### src/rtl/fd_spi_master_if.sv
// Control bus between the register bank and the Fine Delay SPI master.
// The register bank drives requests through the master modport.
// The SPI engine serves them through the slave modport.
interface fd_spi_master_if;
    localparam int unsigned c_word_w = 24;

    logic                start_i;
    logic [1:0]          cs_sel_i;
    logic [c_word_w-1:0] data_i;
    logic                busy_o;
    logic                ready_o;
    logic [c_word_w-1:0] data_o;

    modport master (
        output start_i,
        output cs_sel_i,
        output data_i,
        input  busy_o,
        input  ready_o,
        input  data_o
    );

    modport slave (
        input  start_i,
        input  cs_sel_i,
        input  data_i,
        output busy_o,
        output ready_o,
        output data_o
    );
endinterface

### src/rtl/fd_spi_master.sv
// SPI mode-0 master for the Fine Delay control port.
// It shifts one 24-bit word, MSB first, to the DAC, PLL or GPIO expander.
// It captures 24 bits from MISO in the same transfer.
// Every phase lasts g_div system clocks.
module fd_spi_master #(
    parameter int unsigned g_div = 4
) (
    input  logic           clk_sys_i,
    input  logic           rst_i,
    fd_spi_master_if.slave bus,
    output logic           spi_cs_dac_n_o,
    output logic           spi_cs_pll_n_o,
    output logic           spi_cs_gpio_n_o,
    output logic           spi_sclk_o,
    output logic           spi_mosi_o,
    input  logic           spi_miso_i
);
    localparam int unsigned c_word_w = 24;
    localparam int unsigned c_cnt_w  = $clog2(g_div) + 1;
    localparam int unsigned c_bit_w  = 5;
    localparam logic [c_cnt_w-1:0] c_cnt_reload = c_cnt_w'(g_div - 1);
    localparam logic [c_bit_w-1:0] c_last_bit   = c_bit_w'(c_word_w - 1);

    // A half-period shorter than two clocks cannot keep MOSI settled around SCLK.
    if (g_div < 2) begin : g_bad_div
        $error("fd_spi_master: g_div must be at least 2");
    end

    typedef enum logic [2:0] {
        ST_IDLE,
        ST_CS_SETUP,
        ST_SHIFT,
        ST_CS_HOLD,
        ST_GAP
    } t_state;

    t_state              r_state;
    logic [c_cnt_w-1:0]  r_cnt;
    logic [c_bit_w-1:0]  r_bit;
    logic [c_word_w-2:0] r_tx;
    logic [c_word_w-1:0] r_rx;
    logic [2:0]          r_cs_n;
    logic                r_sclk;
    logic                r_mosi;
    logic                r_busy;
    logic                r_ready;
    logic [c_word_w-1:0] r_data_out;

    logic w_cnt_done;
    logic w_start_ok;

    assign w_cnt_done = (r_cnt == '0);
    assign w_start_ok = bus.start_i && (bus.cs_sel_i != 2'd3);

    // Transfer sequencer.
    // r_tx holds the bits that follow the one currently on MOSI.
    always_ff @(posedge clk_sys_i) begin
        if (rst_i) begin
            r_state    <= ST_IDLE;
            r_cnt      <= '0;
            r_bit      <= '0;
            r_tx       <= '0;
            r_rx       <= '0;
            r_cs_n     <= 3'b111;
            r_sclk     <= 1'b0;
            r_mosi     <= 1'b0;
            r_busy     <= 1'b0;
            r_ready    <= 1'b0;
            r_data_out <= '0;
        end else begin
            r_ready <= 1'b0;
            case (r_state)
                ST_IDLE: begin
                    if (w_start_ok) begin
                        r_state <= ST_CS_SETUP;
                        r_cnt   <= c_cnt_reload;
                        r_bit   <= '0;
                        r_tx    <= bus.data_i[c_word_w-2:0];
                        r_rx    <= '0;
                        r_mosi  <= bus.data_i[c_word_w-1];
                        r_busy  <= 1'b1;
                        r_cs_n  <= ~(3'(1) << bus.cs_sel_i);
                    end
                end

                ST_CS_SETUP: begin
                    if (w_cnt_done) begin
                        // The first rising edge samples MISO in the same cycle.
                        r_state <= ST_SHIFT;
                        r_cnt   <= c_cnt_reload;
                        r_sclk  <= 1'b1;
                        r_rx    <= {r_rx[c_word_w-2:0], spi_miso_i};
                    end else begin
                        r_cnt <= r_cnt - c_cnt_w'(1);
                    end
                end

                ST_SHIFT: begin
                    if (!w_cnt_done) begin
                        r_cnt <= r_cnt - c_cnt_w'(1);
                    end else if (r_sclk) begin
                        // Falling edge: present the next bit while SCLK is low.
                        r_cnt  <= c_cnt_reload;
                        r_sclk <= 1'b0;
                        r_mosi <= r_tx[c_word_w-2];
                        r_tx   <= {r_tx[c_word_w-3:0], 1'b0};
                    end else if (r_bit == c_last_bit) begin
                        r_state <= ST_CS_HOLD;
                        r_cnt   <= c_cnt_reload;
                    end else begin
                        // Rising edge: capture MISO into the receive register.
                        r_cnt  <= c_cnt_reload;
                        r_bit  <= r_bit + c_bit_w'(1);
                        r_sclk <= 1'b1;
                        r_rx   <= {r_rx[c_word_w-2:0], spi_miso_i};
                    end
                end

                ST_CS_HOLD: begin
                    if (w_cnt_done) begin
                        r_state <= ST_GAP;
                        r_cnt   <= c_cnt_reload;
                        r_cs_n  <= 3'b111;
                        r_mosi  <= 1'b0;
                    end else begin
                        r_cnt <= r_cnt - c_cnt_w'(1);
                    end
                end

                ST_GAP: begin
                    if (w_cnt_done) begin
                        r_state    <= ST_IDLE;
                        r_busy     <= 1'b0;
                        r_ready    <= 1'b1;
                        r_data_out <= r_rx;
                    end else begin
                        r_cnt <= r_cnt - c_cnt_w'(1);
                    end
                end

                default: begin
                    r_state <= ST_IDLE;
                end
            endcase
        end
    end

    assign bus.busy_o      = r_busy;
    assign bus.ready_o     = r_ready;
    assign bus.data_o      = r_data_out;
    assign spi_cs_dac_n_o  = r_cs_n[0];
    assign spi_cs_pll_n_o  = r_cs_n[1];
    assign spi_cs_gpio_n_o = r_cs_n[2];
    assign spi_sclk_o      = r_sclk;
    assign spi_mosi_o      = r_mosi;
endmodule

### src/flat_wrapper.sv
// flat-port wrapper written by rule: the top's interface ports become plain ports
module fd_spi_master_flat 
#(
    parameter int unsigned g_div = 4
)
  (clk_sys_i, rst_i, spi_cs_dac_n_o, spi_cs_pll_n_o, spi_cs_gpio_n_o, spi_sclk_o, spi_mosi_o, spi_miso_i, bus_start_i, bus_cs_sel_i, bus_data_i, bus_busy_o, bus_ready_o, bus_data_o);
  fd_spi_master_if bus_i ();
  input  logic clk_sys_i;
  input  logic rst_i;
  output logic spi_cs_dac_n_o;
  output logic spi_cs_pll_n_o;
  output logic spi_cs_gpio_n_o;
  output logic spi_sclk_o;
  output logic spi_mosi_o;
  input  logic spi_miso_i;
  input wire logic [$bits(bus_i.start_i)-1:0] bus_start_i;
  input wire logic [$bits(bus_i.cs_sel_i)-1:0] bus_cs_sel_i;
  input wire logic [$bits(bus_i.data_i)-1:0] bus_data_i;
  output wire logic [$bits(bus_i.busy_o)-1:0] bus_busy_o;
  output wire logic [$bits(bus_i.ready_o)-1:0] bus_ready_o;
  output wire logic [$bits(bus_i.data_o)-1:0] bus_data_o;
  assign bus_i.start_i = bus_start_i;
  assign bus_i.cs_sel_i = bus_cs_sel_i;
  assign bus_i.data_i = bus_data_i;
  assign bus_busy_o = bus_i.busy_o;
  assign bus_ready_o = bus_i.ready_o;
  assign bus_data_o = bus_i.data_o;
  fd_spi_master #(.g_div(g_div)) u_core (.clk_sys_i(clk_sys_i), .rst_i(rst_i), .bus(bus_i), .spi_cs_dac_n_o(spi_cs_dac_n_o), .spi_cs_pll_n_o(spi_cs_pll_n_o), .spi_cs_gpio_n_o(spi_cs_gpio_n_o), .spi_sclk_o(spi_sclk_o), .spi_mosi_o(spi_mosi_o), .spi_miso_i(spi_miso_i));
endmodule
### config.mk
export PLATFORM = sky130hd
export DESIGN_NAME = fd_spi_master_flat
export DESIGN_NICKNAME = d
export VERILOG_FILES = /design/src/rtl/fd_spi_master_if.sv /design/src/rtl/fd_spi_master.sv /design/src/flat_wrapper.sv
export SDC_FILE = /design/constraint.sdc
export NUM_CORES = 1
export LEC_CHECK = 0
export CAP_MARGIN = 20
export CORE_MARGIN = 2
export CORE_UTILIZATION = 48
export CTS_CLUSTER_DIAMETER = 50
export DETAILED_ROUTE_END_ITERATION = 8
export PLACE_DENSITY = 0.78
export SLEW_MARGIN = 20
export SYNTH_ARGS = -nofsm -noshare
export SYNTH_HDL_FRONTEND = slang
export SYNTH_SLANG_ARGS = --single-unit
### constraint.sdc
create_clock -name clk_sys_i -period 2.4 [get_ports clk_sys_i]
set_input_delay 0.48 -clock clk_sys_i [delete_from_list [all_inputs] [get_ports clk_sys_i]]
set_output_delay 0.48 -clock clk_sys_i [all_outputs]
set_load 0.01 [all_outputs]
==> results.json <==
{
  "critical-path-top-delay-family": "buffers and inverters",
  "relSlewSlack_pct": 52.5,
  "dr.pass1.iters": 4,
  "use_met2_pct": 32.1,
  "cts_root_buffer": "clkbuf_8",
  "dpl.hpwl_um": 6000,
  "cts_buffers": 9,
  "dieArea_sq_um": 9540,
  "worstHoldEndpoint": "u_core.bus.data_o[3]$_SDFFE_PP0P_",
  "gr-usage-met3_pct": 4.68,
  "overflow": 0,
  "synth_top_area_cell": "dfxtp_1",
  "synth_enable_flop_cells": 0,
  "path_clk_slew_ps": 90,
  "tns_ps": 0,
  "pre_cts_ws_ps": 201,
  "grt_max_degree": 36,
  "drt_iter0_markers": 184,
  "finish.cell_count_without_fillers": 640,
  "ys_types": 54,
  "crit_slowest_cell": "clkdlybuf4s50_1",
  "diodes": 0,
  "synthCells": 480,
  "cp_num_buf_inv": 1,
  "synth_top_area_share_pct": 42.3,
  "synth_area_leaders": "dfxtp_1 (42%), nand2_1 (13%), a311oi_2 (7.5%)",
  "cp-end-kind": "output port",
  "cp_cell_sequence": "clkdlybuf4s50_1",
  "status": "complete, no violations",
  "critPathMaxStageDelay_ps": 640,
  "grt_usage_pct": 19.2,
  "setup_ws_ps": 308,
  "place_area_sq_um": 4870,
  "path_max_fanout": 10,
  "cts_sinks": 89,
  "post_cts_buffers": 0,
  "whs_path_depth": 2,
  "min-delay-start": "u_core.bus.data_o[3]$_SDFFE_PP0P_",
  "cellPowerDensity_nw_per_um2": 1030,
  "fin_nets": 560,
  "netlist_area_sq_um": 4210,
  "syn_area_per_cell_sq_um": 8.77,
  "vdd_drop_max_v": 0.000533,
  "critPathLaunchType": "flip-flop",
  "reg2reg_from": "u_core.r_state[0]$_SDFFE_PP0P_",
  "async_flop_share_pct": 0,
  "clock.fmax_mhz": 478,
  "worst_slew_pin_slew_ps": 711,
  "cts_tree": "built",
  "via_per_inst": 5.50,
  "rsz0062_at_grt": "false",
  "ant_nets": 0,
  "report.final.slew_viol_count": 0,
  "antenna_found_initial": 0,
  "ys.flop_type": "dfxtp_1",
  "wl_per_cell_um": 13.8,
  "drc_errors": 0,
  "dp.cells": 624,
  "fin_skew_ps": 12.8,
  "clk_latency_ps": 370,
  "hp-class": "flip-flop to flip-flop",
  "cts-htree-levels": 3,
  "top_usage_layer": "met2",
  "yosysWarnings": 0,
  "grt_pass1_wl_um": 15400,
  "worstSetupPathType": "flip-flop to output port",
  "arrival_ps": 1610,
  "core_sq_um": 8590,
  "reg2reg_to": "u_core.r_tx[9]$_SDFFE_PP0P_",
  "final_hold_viol_count": 0,
  "ff_latch_area_sq_um": 1780,
  "synth-seq-cells": 89,
  "r2r_slack_ps": 370,
  "fill_cells": 782,
  "clockBufferDepth": 2,
  "gp_congestion": 0.834,
  "routed_wl_um": 8820,
  "critPathRequiredTime_ps": 1920,
  "use_met1_pct": 24.0,
  "final_layout_size_suffix_gt1_share_pct": 16.5,
  "num_io_pins": 61,
  "die_h_um": 97.7,
  "die_x_um": 97.7,
  "ctsResizeCount": 0,
  "fin_crit_ps": 2090,
  "vias": 3518,
  "ff2ff_path_depth": 4,
  "setup_violations": 0,
  "std_cell_rows": 34,
  "grt_pass1_vias": 3434,
  "crit_start": "u_core.spi_sclk_o$_SDFFE_PP0P_",
  "port_buffers": 60,
  "multiInputGateArea_sq_um": 2180,
  "max-cap-violations": 0,
  "design_area_sq_um": 5070,
  "syn2layout_area_growth_pct": 20.5,
  "cts_hold_buf": 0,
  "syn_nets": 513,
  "ys_seq_area_share_pct": 42.3,
  "start_util_pct": 49.0,
  "period_share_pct": 87.2,
  "p_leak_nw": 1.76
}
==> where the power goes <==
| part | switching (W) | leakage (nW) | internal, W |
|---|---|---|---|
| Sequential | 0.000246 | 0.724 | 0.00171 |
| Combinational | 0.00123 | 0.941 | 0.000967 |
| Clock | 0.000564 | 0.0938 | 0.000490 |
| Total | 0.00204 | 1.76 | 0.00316 |
==> final cells by class <==
type / instances / area share (%)
well taps: 108 / 2.66
multi-input cells: 345 / 43.0
flip-flops and latches: 89 / 35.1
inverters: 7 / 0.518
clock inverters: 7 / 1.53
repair buffers: 75 / 14.7
clock buffers: 9 / 2.44
==> registers in the layout, summed over array words and instances (netlist names) <==
signal	flops
u_core.spi_mosi_o	1
u_core.spi_sclk_o	1
u_core.r_rx	24
u_core.bus.data_o	24
u_core.bus.busy_o	1
u_core.r_cs_n	3
u_core.r_cnt	3
u_core.r_state	3
u_core.r_bit	5
u_core.r_tx	23
u_core.bus.ready_o	1
==> per-layer routing <==
| metal | wire (um) | share of wire [%] | vias up |
|---|---|---|---|
| met2 | 4100 | 46 | 88 |
| li1 | - | - | 1756 |
| met5 | 0 | 0 | - |
| met4 | 172 | 1.9 | 0 |
| met3 | 439 | 5.0 | 18 |
| met1 | 4110 | 47 | 1656 |
==> worst max path at each step <==
| stage | cells past startpoint | to | slack (ps) |
|---|---|---|---|
| 6_report | 1 | spi_sclk_o | 310 |
| 5_1_grt | 1 | spi_sclk_o | 210 |
| 4_1_cts | 1 | spi_sclk_o | 300 |
| 3_5_place_dp | 7 | u_core.r_tx[9]$_SDFFE_PP0P_ | 200 |
| 3_3_place_gp | 7 | u_core.r_rx[15]$_SDFFE_PP0P_ | 240 |
| 2_1_floorplan | 9 | u_core.r_rx[0]$_SDFFE_PP0P_ | 710 |
==> synth_stat cells, types with 4 or more instances <==
master    number
nor2_1         8
nand3_1        4
a21oi_2       20
nand2_1      148
mux2i_1       25
buf_6          8
buf_2         12
a311oi_2      21
clkbuf_1      17
o21ai_0        9
o21ai_1        4
nor3_1         4
inv_1          7
dfxtp_1       89
a21oi_1       45
nor2b_1        6
==> cell families (layout without fill, tap and decap cells) <==
logic type / count (synthesis) / count (layout) / synth area share (%)
AOI/OAI and AO/OA: 123 / 123 / 24.2
DFF: 89 / 89 / 42.3
and+or+nand+nor: 191 / 191 / 19.9
muxes: 27 / 27 / 6.48
xor gates and xnor gates: 1 / 1 / 0.208
buffers and inverters: 46 / 98 / 6.06
adders and majority gates: 3 / 3 / 0.892
==> worst min-delay path, delay by kind of cell (launching register included) <==
family | cells | cell delay [ps]
simple gates | 1 | 50
compound gates | 1 | 50
flops | 1 | 320
==> through the flow <==
step                power [W]  utilization [%]  hold WS, ps
global placement      0.00410             56.7          443
global route          0.00552             59.1          475
finish                0.00520             59.1          458
CTS                   0.00523             59.1          463
floorplan             0.00372                -          424
detailed placement    0.00417             56.7          449
==> cells in the final DEF (no fill, tap or decap), types with 4 or more instances in the layout <==
cell	Yosys	layout
clkbuf_8	0	9
mux2i_1	25	25
nand2_1	148	148
o21ai_0	9	9
o21ai_1	4	4
nor3_1	4	4
nor2b_1	6	6
a311oi_2	21	21
dfxtp_1	89	89
nand3_1	4	4
nor2_1	8	8
clkdlybuf4s50_1	0	59
a21oi_2	20	20
buf_4	2	12
a21oi_1	45	45
inv_1	7	7
(Power assumes the default switching activity.)
